===== config.mk =====
export PLATFORM = sky130hd
export DESIGN_NAME = irrigation_status_matrix_scanner
export DESIGN_NICKNAME = d
export VERILOG_FILES = /design/src/rtl/irrigation_status_matrix_scanner.sv
export SDC_FILE = /design/constraint.sdc
export NUM_CORES = 1
export LEC_CHECK = 0
export BUFFER_PORTS_ARGS = -buffer_cell sky130_fd_sc_hd__buf_2
export CAP_MARGIN = 5
export CORE_AREA = 2 2 97 99
export DETAILED_ROUTE_END_ITERATION = 10
export DIE_AREA = 0 0 99 101
export SYNTH_ARGS = -nofsm -noshare
export SYNTH_HDL_FRONTEND = slang
export SYNTH_SLANG_ARGS = --single-unit

===== constraint.sdc =====
create_clock -name clk -period 3.5 [get_ports clk]
set_clock_uncertainty 0.2 [all_clocks]
set_input_delay 1.05 -clock clk [delete_from_list [all_inputs] [get_ports clk]]
set_output_delay 1.05 -clock clk [all_outputs]
set_load 0.01 [all_outputs]

===== src/rtl/irrigation_status_matrix_scanner.sv =====
// irrigation_status_matrix_scanner: column-multiplexed LED matrix driver showing a frame-stable,
// optionally blinking status glyph.
module irrigation_status_matrix_scanner #(
   parameter int N_COLS       = 5,
   parameter int N_ROWS       = 7,
   parameter int SCAN_DIV     = 50000,
   parameter int BLINK_FRAMES = 50
) (
   input  logic              clk,
   input  logic              reset,
   input  logic              enable,
   input  logic [1:0]        irrigation_status,
   output logic [N_COLS-1:0] columns_n,
   output logic [N_ROWS-1:0] rows_values,
   output logic              frame_start
);
   localparam int PW = SCAN_DIV > 1 ? $clog2(SCAN_DIV) : 1;
   localparam int CW = $clog2(N_COLS);
   localparam int BW = BLINK_FRAMES > 1 ? $clog2(BLINK_FRAMES) : 1;

   logic [PW-1:0]     pre_q, pre_d;
   logic [CW-1:0]     col_q, col_d;
   logic [1:0]        status_q, status_d, st_eff;
   logic [BW-1:0]     cnt_q, cnt_d;
   logic              phase_q, phase_d, dark_q, dark_d, dark_eff;
   logic [N_COLS-1:0] cols_q, cols_d;
   logic [N_ROWS-1:0] rows_q, rows_d;
   logic              fs_q, fs_d, pre_wrap, cnt_last, is_err;

   function automatic logic [6:0] glyph(input logic [1:0] s, input logic [CW-1:0] c);
      logic [34:0] g;
      int ci;
      ci = int'(c);
      g  = s == 2'b00 ? {5{7'h08}} :
           s == 2'b01 ? {7'h7E, 7'h11, 7'h11, 7'h11, 7'h7E} :
           s == 2'b10 ? {7'h7A, 7'h49, 7'h49, 7'h41, 7'h3E} :
                        {7'h63, 7'h14, 7'h08, 7'h14, 7'h63};
      return ci < 5 ? g[ci*7 +: 7] : 7'h00;
   endfunction

   // cnt/phase describe the next error frame; dark_q freezes the decision for the current frame
   always_comb begin
      fs_d      = enable && pre_q == '0 && col_q == '0;
      is_err    = irrigation_status == 2'b11;
      st_eff    = fs_d ? irrigation_status : status_q;
      dark_eff  = fs_d ? (is_err && phase_q) : dark_q;
      pre_wrap  = pre_q == PW'(SCAN_DIV - 1);
      cnt_last  = cnt_q == BW'(BLINK_FRAMES - 1);
      pre_d     = (!enable || pre_wrap) ? '0 : pre_q + PW'(1);
      col_d     = !enable ? '0 : !pre_wrap ? col_q : col_q == CW'(N_COLS - 1) ? '0 : col_q + CW'(1);
      status_d  = st_eff;
      dark_d    = enable && dark_eff;
      cnt_d     = !enable ? '0 : !fs_d ? cnt_q : (!is_err || cnt_last) ? '0 : cnt_q + BW'(1);
      phase_d   = !enable ? 1'b0 : !fs_d ? phase_q : is_err && (phase_q ^ cnt_last);
      cols_d    = enable ? ~(N_COLS'(1) << col_q) : '1;
      rows_d    = '0;
      rows_d[6:0] = (enable && !dark_eff) ? glyph(st_eff, col_q) : 7'h00;
   end

   always_ff @(posedge clk or posedge reset) begin
      if (reset) begin
         pre_q    <= '0;
         col_q    <= '0;
         status_q <= 2'b00;
         cnt_q    <= '0;
         phase_q  <= 1'b0;
         dark_q   <= 1'b0;
         cols_q   <= '1;
         rows_q   <= '0;
         fs_q     <= 1'b0;
      end else begin
         pre_q    <= pre_d;
         col_q    <= col_d;
         status_q <= status_d;
         cnt_q    <= cnt_d;
         phase_q  <= phase_d;
         dark_q   <= dark_d;
         cols_q   <= cols_d;
         rows_q   <= rows_d;
         fs_q     <= fs_d;
      end
   end

   assign columns_n   = cols_q;
   assign rows_values = rows_q;
   assign frame_start = fs_q;
endmodule


==> results of run 1 <==
[kinds of logic after synthesis]
group                      share of synthesized area
xor gates and xnor gates                      0.0607
adders and majority gates                     0.0867
AOI/OAI and AO/OA                              0.105
DFF                                            0.477
buffers and inverters                         0.0353
muxes                                        0.00983
and+or+nand+nor                                0.225
[state kept, by name, summed over array words and instances, names as in the netlist]
register,flops
cnt_q,6
columns_n,5
phase_q,1
status_q,2
dark_q,1
frame_start,1
pre_q,16
col_q,3
rows_values,6
[placed cells by master, fill, tap and decap left out, drive strengths merged, types with 2 or more instances in the layout]
| cell | synthesis | routed |
|---|---|---|
| and2 | 2 | 2 |
| a21boi | 5 | 5 |
| or4 | 4 | 4 |
| buf | 3 | 20 |
| o21ai | 7 | 7 |
| and4 | 2 | 2 |
| ha | 15 | 15 |
| o22a | 2 | 2 |
| nand4 | 3 | 3 |
| a211o | 3 | 3 |
| xnor2 | 9 | 9 |
| nand3 | 12 | 12 |
| nor2 | 26 | 26 |
| a21oi | 5 | 5 |
| nor4 | 2 | 2 |
| inv | 11 | 11 |
| xor2 | 6 | 6 |
| and3 | 6 | 6 |
| nor2b | 2 | 2 |
| dfstp | 5 | 5 |
| dfrtp | 36 | 36 |
| nand2 | 19 | 19 |
| a31oi | 2 | 2 |
| clkbuf | 4 | 7 |
| nor3 | 7 | 7 |
| a41oi | 2 | 2 |
[worst register-to-register path: stages, from the launching register on]
cell	delay [ns]
dfrtp_1	0.43
inv_1	0.08
ha_1	0.13
or4b_4	0.48
nor3_4	0.32
nand2_2	0.15
a21oi_1	0.29
inv_1	0.16
ha_1	0.23
nor2_1	0.12
a31oi_1	0.06
o22a_1	0.18
a211oi_1	0.23
[worst max-delay path by stage]
| stage | startpoint | endpoint | slack, ns | depth (start not counted) |
|---|---|---|---|---|
| after floorplan | enable | rows_values[3]$_DFF_PP0_ | 0.33 | 11 |
| after detailed placement | enable | rows_values[3]$_DFF_PP0_ | 0.25 | 11 |
| after global placement | enable | rows_values[3]$_DFF_PP0_ | 0.31 | 11 |
| final | pre_q[0]$_DFF_PP0_ | rows_values[3]$_DFF_PP0_ | 0.37 | 12 |
| after CTS | pre_q[0]$_DFF_PP0_ | rows_values[3]$_DFF_PP0_ | 0.39 | 12 |
| after global routing | col_q[1]$_DFFE_PP0N_ | rows_values[3]$_DFF_PP0_ | 0.21 | 12 |
[power groups by stage]
stage          logic (mW)  registers (mW)  clock network [mW]
2_1_floorplan       0.100           0.524                   0
3_3_place_gp        0.146           0.517                   0
3_5_place_dp        0.147           0.518                   0
4_1_cts             0.149           0.509               0.333
5_1_grt             0.167           0.511               0.357
6_report            0.148           0.508               0.324
[per-layer routing]
layer / share of wire / vias to the layer above / global-route usage / routed length (um)
met4: 0.0089 / 0 / 0.0390 / 40
met2: 0.45 / 19 / 0.146 / 2010
met1: 0.51 / 791 / 0.137 / 2260
met3: 0.038 / 2 / 0.0270 / 168
met5: 0 / - / 0 / 0
li1: - / 789 / - / -
[through the flow]
step / cells / power [mW]
after floorplan: 216 / 0.624
after global placement: 340 / 0.663
after CTS: 348 / 0.991
after detailed placement: 340 / 0.665
final: 348 / 0.981
after global routing: 348 / 1.04
[cell type report]
cell class,count,area (um2)
fillers,919,6510
clock inverters,1,7.51
inverters,11,41.3
flip-flops and latches,41,1030
clock buffers,7,86.3
well taps,111,139
repair buffers,20,108
multi-input cells,157,1060
==> run_results.csv, run 1 <==
group,metric,value,unit
flow_run,cap_violations,0,
worst_hold_path,whs_path_depth,1,
power,pwr_density_cell,397,nW/um2
critical_path,r2r_start,"pre_q[0]$_DFF_PP0_",
routing,vias_per_cell,4.60,
place,placed_area,2380,um2
floorplanning,placementRows,35,
routing,ant_nets,0,
grt,antenna_found_initial,0,
place,dp_slack,0.250,ns
logic_synthesis,synthCells,216,
critical_path,crit_chain,"inv_1, ha_1, or4b_4, nor3_4, nand2_2, a21oi_1, inv_1, ha_1, nor2_1, a31oi_1, o22a_1, a211oi_1",
power,internal_power,0.718,mW
clock_network,clk_path_buf_depth,2,
timing,rsz0062_at_grt,"no",
critical_path,timing.critical_path.buf_inv,2,
routing,routed_wl,4.48,mm
floorplanning,initial_core_util,0.241,
worst_hold_path,hp-start,"pre_q[0]$_DFF_PP0_",
logic_synthesis,yosys-top-cells-area,"dfrtp_1 42%, ha_1 8.7%, dfstp_2 6.1%, nor2_1 4.5%, xnor2_1 3.6%",
timing,slew_headroom,0.652,
floorplanning,dieArea,10000,um2
layout,area_delta_synth_final,14.1,%
logic_synthesis,netlist.area_leader.share,0.416,
layout,layout-drive-gt1-share,0.173,
power,p_leak,1.11,nW
clock_network,cts_buffers,5,
power,switchingPower,0.262,mW
clock_network,clk_pin_slew,0.08,ns
logic_synthesis,yosys-top-cells-count,"36 x dfrtp_1, 26 x nor2_1, 18 x nand2_1, 15 x ha_1, 12 x nand3_1",
layout,fin_area,2470,um2
timing,period_share,0.895,
power,power.share.sequential,0.518,
critical_path,crit_path_end_kind,"flip-flop",
logic_synthesis,synth-async-reset-ratio,1.00,
floorplanning,die_h,101,um
logic_synthesis,yosysWarningCount,0,
floorplanning,core,8980,um2
floorplanning,die_width,99,um
power,swShare,0.268,
grt,grtUsageTotal,0.0988,
routing,drc,0,
logic_synthesis,yosys.area.top_type,"dfrtp_1",
worst_hold_path,hp-class,"reg2reg",
critical_path,crit_required,3.49,ns
timing,holdWs,0.316,ns
critical_path,cp_max_fo,6,
critical_path,crit_slowest_cell,"or4b_4",
routing,drtIter0Drc,90,
clock_network,clock-sinks,41,
place,port_buffers,17,
logic_synthesis,synth_seq_cells,41,
critical_path,rr_endpoint,"rows_values[3]$_DFF_PP0_",
floorplanning,ioPinCount,18,
critical_path,critPathArrivalTime,3.13,ns
place,dp_hpwl,3.12,mm
timing,fin_tns_setup,0,ns
grt,grt.overflow.total,0,
timing,worst_slack,0.366,ns
critical_path,critPathLaunchType,"flip-flop",
critical_path,slowest_delay,0.48,ns
clock_network,h-tree-depth,2,
logic_synthesis,synth_edf_count,0,
clock_network,cts_root_buffer,"clkbuf_8",
timing,hold_viol_final,0,
power,pwr-share-comb,0.151,
logic_synthesis,synth_cell_types,50,
layout,antenna_cells,0,
logic_synthesis,synth_nets,236,
clock_network,clkLatencyLatePin,0.29,ns
layout,fin_nets,256,
critical_path,reg2reg_setup_slack,0.37,ns
timing,final_max_slew_viol_count,0,
layout,post-route-util,0.275,
critical_path,critical_path_class,"reg2reg",
logic_synthesis,yosysSeqAreaShare,0.477,
worst_hold_path,min_to,"pre_q[0]$_DFF_PP0_",
clock_network,cts_tree,"built",
timing,fmax,319,MHz
logic_synthesis,synth_area,2160,um2
place,routabilityCongestion,0.785,
timing,setup_viol,0,
outcome,status,"finished clean",
power,clockPowerShare,0.330,
routing,vias,1601,
clock_network,post_cts_buffers,0,
logic_synthesis,ys.flop_type,"dfrtp_1",
logic_synthesis,synth.most_common_cell,"dfrtp_1",
timing,worst_pin_slew,0.522,ns
critical_path,r2r_cells,12,
grt,grt_pass1_wl,7.86,mm
critical_path,cp_top_family,"simple AND/OR/NAND/NOR gates",
routing,firstDrtPassIters,5,
grt,grt_max_degree,42,
clock_network,ctsResizeCount,0,
power,ir_worst_vdd,0.147,mV
grt,grt_pass1_vias,1636,
routing,wl_per_cell,12.9,um
timing,period_minus_slack,3.13,ns
clock_network,cts_hold_repair.buffers,0,
logic_synthesis,synth_area_per_cell,10.0,um2
Power figures use the tool's default switching activity.
==> run 2, diff against run 1 <==
Clock period 3.5 ns to 3.8 ns, I/O delays scaled along.
==> run_results.csv, run 2 (synthesis results as in run 1) <==
group,metric,value,unit
outcome,status,"finished clean",
routing,drc,0,
layout,largest_register_ff_count,16,
timing,fin_tns_setup,0,ns
layout,fin_nets,255,
layout,post-route-util,0.277,
power,fin_total_pwr,0.963,mW
timing,rsz0062_at_grt,"no",
timing,period_share,0.829,
critical_path,crit_slowest_cell,"dfrtp_1",
floorplanning,ioPinCount,18,
timing,period_minus_slack,3.15,ns
layout,final_cells,347,
routing,vias,1631,
routing,firstDrtPassIters,4,
floorplanning,placementRows,35,
worst_hold_path,hp-class,"reg2reg",
timing,setup_viol,0,
power,p_leak,1.12,nW
clock_network,clock-sinks,41,
power,ir_worst_vdd,0.141,mV
grt,grt.overflow.total,0,
routing,wl_per_cell,12.7,um
timing,slew_headroom,0.653,
clock_network,cts_tree,"built",
critical_path,crit_chain,"inv_1, ha_1, nand3b_1, nor3_4, nand2_2, a21oi_1, inv_1, ha_1, nor2_1, a31oi_1, o22a_1, a211oi_1",
timing,final_max_slew_viol_count,0,
critical_path,slowest_delay,0.53,ns
place,port_buffers,17,
floorplanning,die_width,99,um
critical_path,crit_required,3.80,ns
critical_path,crit_path_end_kind,"flip-flop",
layout,area_delta_synth_final,14.8,%
place,dp_hpwl,3.14,mm
place,dp_cells,339,
layout,antenna_cells,0,
floorplanning,initial_core_util,0.241,
layout,top_register,"pre_q",
timing,fmax,317,MHz
grt,grt_pass1_wl,7.69,mm
layout,layout-drive-gt1-share,0.169,
timing,worst_pin_slew,0.521,ns
clock_network,clk_path_buf_depth,2,
clock_network,post_cts_buffers,0,
clock_network,ctsResizeCount,0,
clock_network,cts_root_buffer,"clkbuf_8",
critical_path,critPathArrivalTime,3.15,ns
place,routabilityCongestion,0.775,
grt,grt_max_degree,42,
routing,vias_per_cell,4.70,
clock_network,cts_hold_repair.buffers,0,
floorplanning,die_h,101,um
routing,drtIter0Drc,96,
clock_network,clkLatencyLatePin,0.29,ns
clock_network,h-tree-depth,2,
critical_path,critical_path_class,"reg2reg",
clock_network,cts_buffers,5,
grt,antenna_found_initial,0,
floorplanning,core,8980,um2
floorplanning,dieArea,10000,um2
critical_path,cp_max_fo,13,
grt,grt_pass1_vias,1662,
flow_run,cap_violations,0,
grt,grtUsageTotal,0.0966,
routing,routed_wl,4.40,mm
routing,ant_nets,0,
layout,layout_commonest_cell,"dfrtp_1",
timing,hold_viol_final,0,
power,pwr_density_cell,388,nW/um2
clock_network,clk_pin_slew,0.08,ns
layout,layout_common_cells,"36 x dfrtp_1, 26 x nor2_1, 18 x nand2_1",
critical_path,critPathLaunchType,"flip-flop",
[run 2: cell types whose count changed in the layout (fill, tap and decap cells not counted)]
cell	before	now
buf_4	3	2
clkinvlp_4	1	0
bufinv_16	0	1
[run 2: cell type report]
| cell class | instances | area [um2] |
|---|---|---|
| Sequential cell | 41 | 1030 |
| Multi-Input combinational cell | 157 | 1060 |
| Timing Repair Buffer | 19 | 100 |
| Clock inverter | 1 | 30.0 |
| Tap cell | 111 | 139 |
| Clock buffer | 7 | 86.3 |
| Inverter | 11 | 41.3 |
| Fill cell | 910 | 6490 |
[run 2: final timing paths]
path	to	depth (start not counted)	start	slack [ns]
setup / recovery	rows_values[3]$_DFF_PP0_	12	col_q[0]$_DFFE_PP0N_	0.65
hold / removal	pre_q[0]$_DFF_PP0_	1	pre_q[0]$_DFF_PP0_	0.33
setup reg to reg	rows_values[3]$_DFF_PP0_	12	col_q[0]$_DFFE_PP0N_	0.65
hold reg to reg	pre_q[0]$_DFF_PP0_	1	pre_q[0]$_DFF_PP0_	0.33
max in group asynchronous	columns_n[2]$_DFF_PP1_	3	reset	2.25
min in group asynchronous	pre_q[13]$_DFF_PP0_	3	reset	0.77
[run 2: metrics by stage]
stage	setup slack, ns	hold slack, ns	area, um2
detailed placement	0.454	0.312	2370
global placement	0.540	0.297	2370
finish	0.650	0.326	2480
floorplan	0.536	0.268	2160
global route	0.344	0.345	2480
CTS	0.631	0.322	2480
[run 2: metal layers]
metal	routed length (um)	up-vias	GRT usage
met3	184	6	0.0284
li1	-	789	-
met1	2140	805	0.125
met5	0	-	0
met2	2020	31	0.151
met4	58	0	0.0390
[run 2: worst max-delay path: cells and delay by family, from the launching register on]
family	cells	cell delay [ns]
buffers and inverters	2	0.34
flip-flops	1	0.53
adder cells (fa/ha/maj)	2	0.50
AND/OR/NAND/NOR	4	0.74
AO/OA/AOI/OAI	4	0.75
[run 2: report_power, final]
group          switching [mW]  internal [mW]  total [mW]
registers              0.0105          0.458       0.469
logic                  0.0794         0.0558       0.135
clock network           0.145          0.214       0.359
==> run 3, diff against run 2 <==
Clock period 3.8 ns to 3.2 ns, I/O delays scaled along.
==> run_results.csv, run 3 (synthesis results as in run 1) <==
group,metric,value,unit
timing,worst_pin_slew,0.522,ns
floorplanning,dieArea,10000,um2
place,port_buffers,17,
clock_network,cts_tree,"built",
place,placed_area,2410,um2
layout,layout_common_cells,"36 x dfrtp_1, 26 x nor2_1, 18 x nand2_1",
layout,fin_nets,261,
clock_network,clock-sinks,41,
clock_network,clk_path_buf_depth,2,
timing,rsz0062_at_grt,"no",
critical_path,startpoint,"pre_q[0]$_DFF_PP0_",
power,swShare,0.261,
timing,final_max_slew_viol_count,0,
clock_network,cts_hold_repair.buffers,0,
timing,period_minus_slack,2.99,ns
timing,period_share,0.933,
flow_run,cap_violations,0,
routing,drtIter0Drc,64,
routing,ant_nets,0,
layout,fin_area,2520,um2
clock_network,ctsResizeCount,0,
timing,hold_viol_final,0,
clock_network,post_cts_buffers,0,
floorplanning,die_width,99,um
routing,routed_wl,4.47,mm
routing,wl_per_cell,12.7,um
grt,grt.overflow.total,0,
critical_path,crit_slowest_cell,"or4b_4",
grt,grtUsageTotal,0.0980,
clock_network,clk_pin_slew,0.09,ns
routing,firstDrtPassIters,4,
routing,vias_per_cell,4.56,
power,p_leak,1.14,nW
critical_path,critPathArrivalTime,2.99,ns
place,routabilityCongestion,0.770,
critical_path,crit_path_end_kind,"flip-flop",
floorplanning,core,8980,um2
critical_path,crit_chain,"inv_1, ha_1, or4b_4, nor3_4, nand2_2, mux2_2, inv_1, ha_1, a31oi_1, o22a_1, a211oi_1",
layout,area_delta_synth_final,16.6,%
layout,final_cells,353,
worst_hold_path,hp-class,"reg2reg",
clock_network,clkLatencyLatePin,0.30,ns
critical_path,cp_max_fo,6,
layout,top_register,"pre_q",
critical_path,slowest_delay,0.48,ns
timing,fmax,335,MHz
timing,holdWs,0.306,ns
layout,layout-drive-gt1-share,0.190,
timing,setup_viol,0,
power,pwr_density_cell,456,nW/um2
layout,largest_register_ff_count,16,
grt,grt_max_degree,42,
floorplanning,ioPinCount,18,
worst_hold_path,hp-start,"pre_q[0]$_DFF_PP0_",
outcome,status,"finished clean",
place,dp_cells,345,
critical_path,crit_required,3.21,ns
routing,vias,1610,
critical_path,critPathLaunchType,"flip-flop",
clock_network,cts_root_buffer,"clkbuf_8",
layout,layout_commonest_cell,"dfrtp_1",
power,power.share.sequential,0.483,
floorplanning,die_h,101,um
clock_network,h-tree-depth,2,
grt,grt_pass1_vias,1610,
floorplanning,initial_core_util,0.241,
power,ir_worst_vdd,0.149,mV
power,clockPowerShare,0.368,
place,dp_hpwl,3.15,mm
grt,antenna_found_initial,0,
power,internal_power,0.851,mW
routing,drc,0,
grt,grt_pass1_wl,7.78,mm
power,switchingPower,0.301,mW
critical_path,critical_path_class,"reg2reg",
timing,fin_tns_setup,0,ns
layout,antenna_cells,0,
power,pwr-share-comb,0.149,
clock_network,cts_buffers,5,
layout,fillers,904,
floorplanning,placementRows,35,
timing,slew_headroom,0.652,
critical_path,r2r_start,"pre_q[0]$_DFF_PP0_",
[run 3: cell types whose count changed in the layout (fill, tap and decap cells not counted), sizes merged]
| cell | delta |
|---|---|
| buf | +6 |
| clkinv | +1 |
| clkbuf | -1 |
[run 3: final timing paths]
check                                      endpoint  cells past startpoint  slack (ns)
max                        rows_values[3]$_DFF_PP0_                     11        0.21
min                              pre_q[0]$_DFF_PP0_                      1        0.31
max reg2reg                rows_values[3]$_DFF_PP0_                     11        0.21
min reg2reg                      pre_q[0]$_DFF_PP0_                      1        0.31
max in group asynchronous    columns_n[1]$_DFF_PP1_                      3        1.84
min in group asynchronous        pre_q[5]$_DFF_PP0_                      3        0.59
[run 3: per-stage QoR]
stage / utilization / setup slack, ns / power [mW]
after CTS: 0.281 / 0.226 / 1.16
after floorplan: - / 0.116 / 0.682
after global placement: 0.269 / 0.285 / 0.732
after global routing: 0.281 / 0.0342 / 1.21
final: 0.281 / 0.214 / 1.15
after detailed placement: 0.269 / 0.189 / 0.738
[run 3: area by class of cell]
cell class,instances,area [um2],area share
clock buffers,6,72.6,0.0287
clock inverters,2,38.8,0.0154
inverters,11,41.3,0.0164
multi-input cells,157,1060,0.418
flip-flops and latches,41,1030,0.409
well taps,111,139,0.0550
repair buffers,25,145,0.0575
[run 3: critical path, delay by kind of cell, from the launching register on]
kind / cells / cell delay [ns]
simple gates: 3 / 0.85
flops: 1 / 0.42
mux: 1 / 0.35
buf+inv: 2 / 0.19
compound gates: 3 / 0.52
fa+ha+maj: 2 / 0.36
[run 3: power groups by stage]
stage,registers (mW),logic (mW),clock network (mW)
4_1_cts,0.557,0.173,0.431
2_1_floorplan,0.573,0.109,0
5_1_grt,0.559,0.193,0.460
6_report,0.556,0.172,0.423
3_3_place_gp,0.566,0.166,0
3_5_place_dp,0.566,0.172,0
[run 3: per-layer routing]
metal / GRT usage / part of all wire / vias up
met3: 0.0291 / 0.043 / 4
met5: 0 / 0 / -
met4: 0.0316 / 0.0090 / 0
li1: - / - / 801
met2: 0.147 / 0.46 / 27
met1: 0.135 / 0.49 / 778
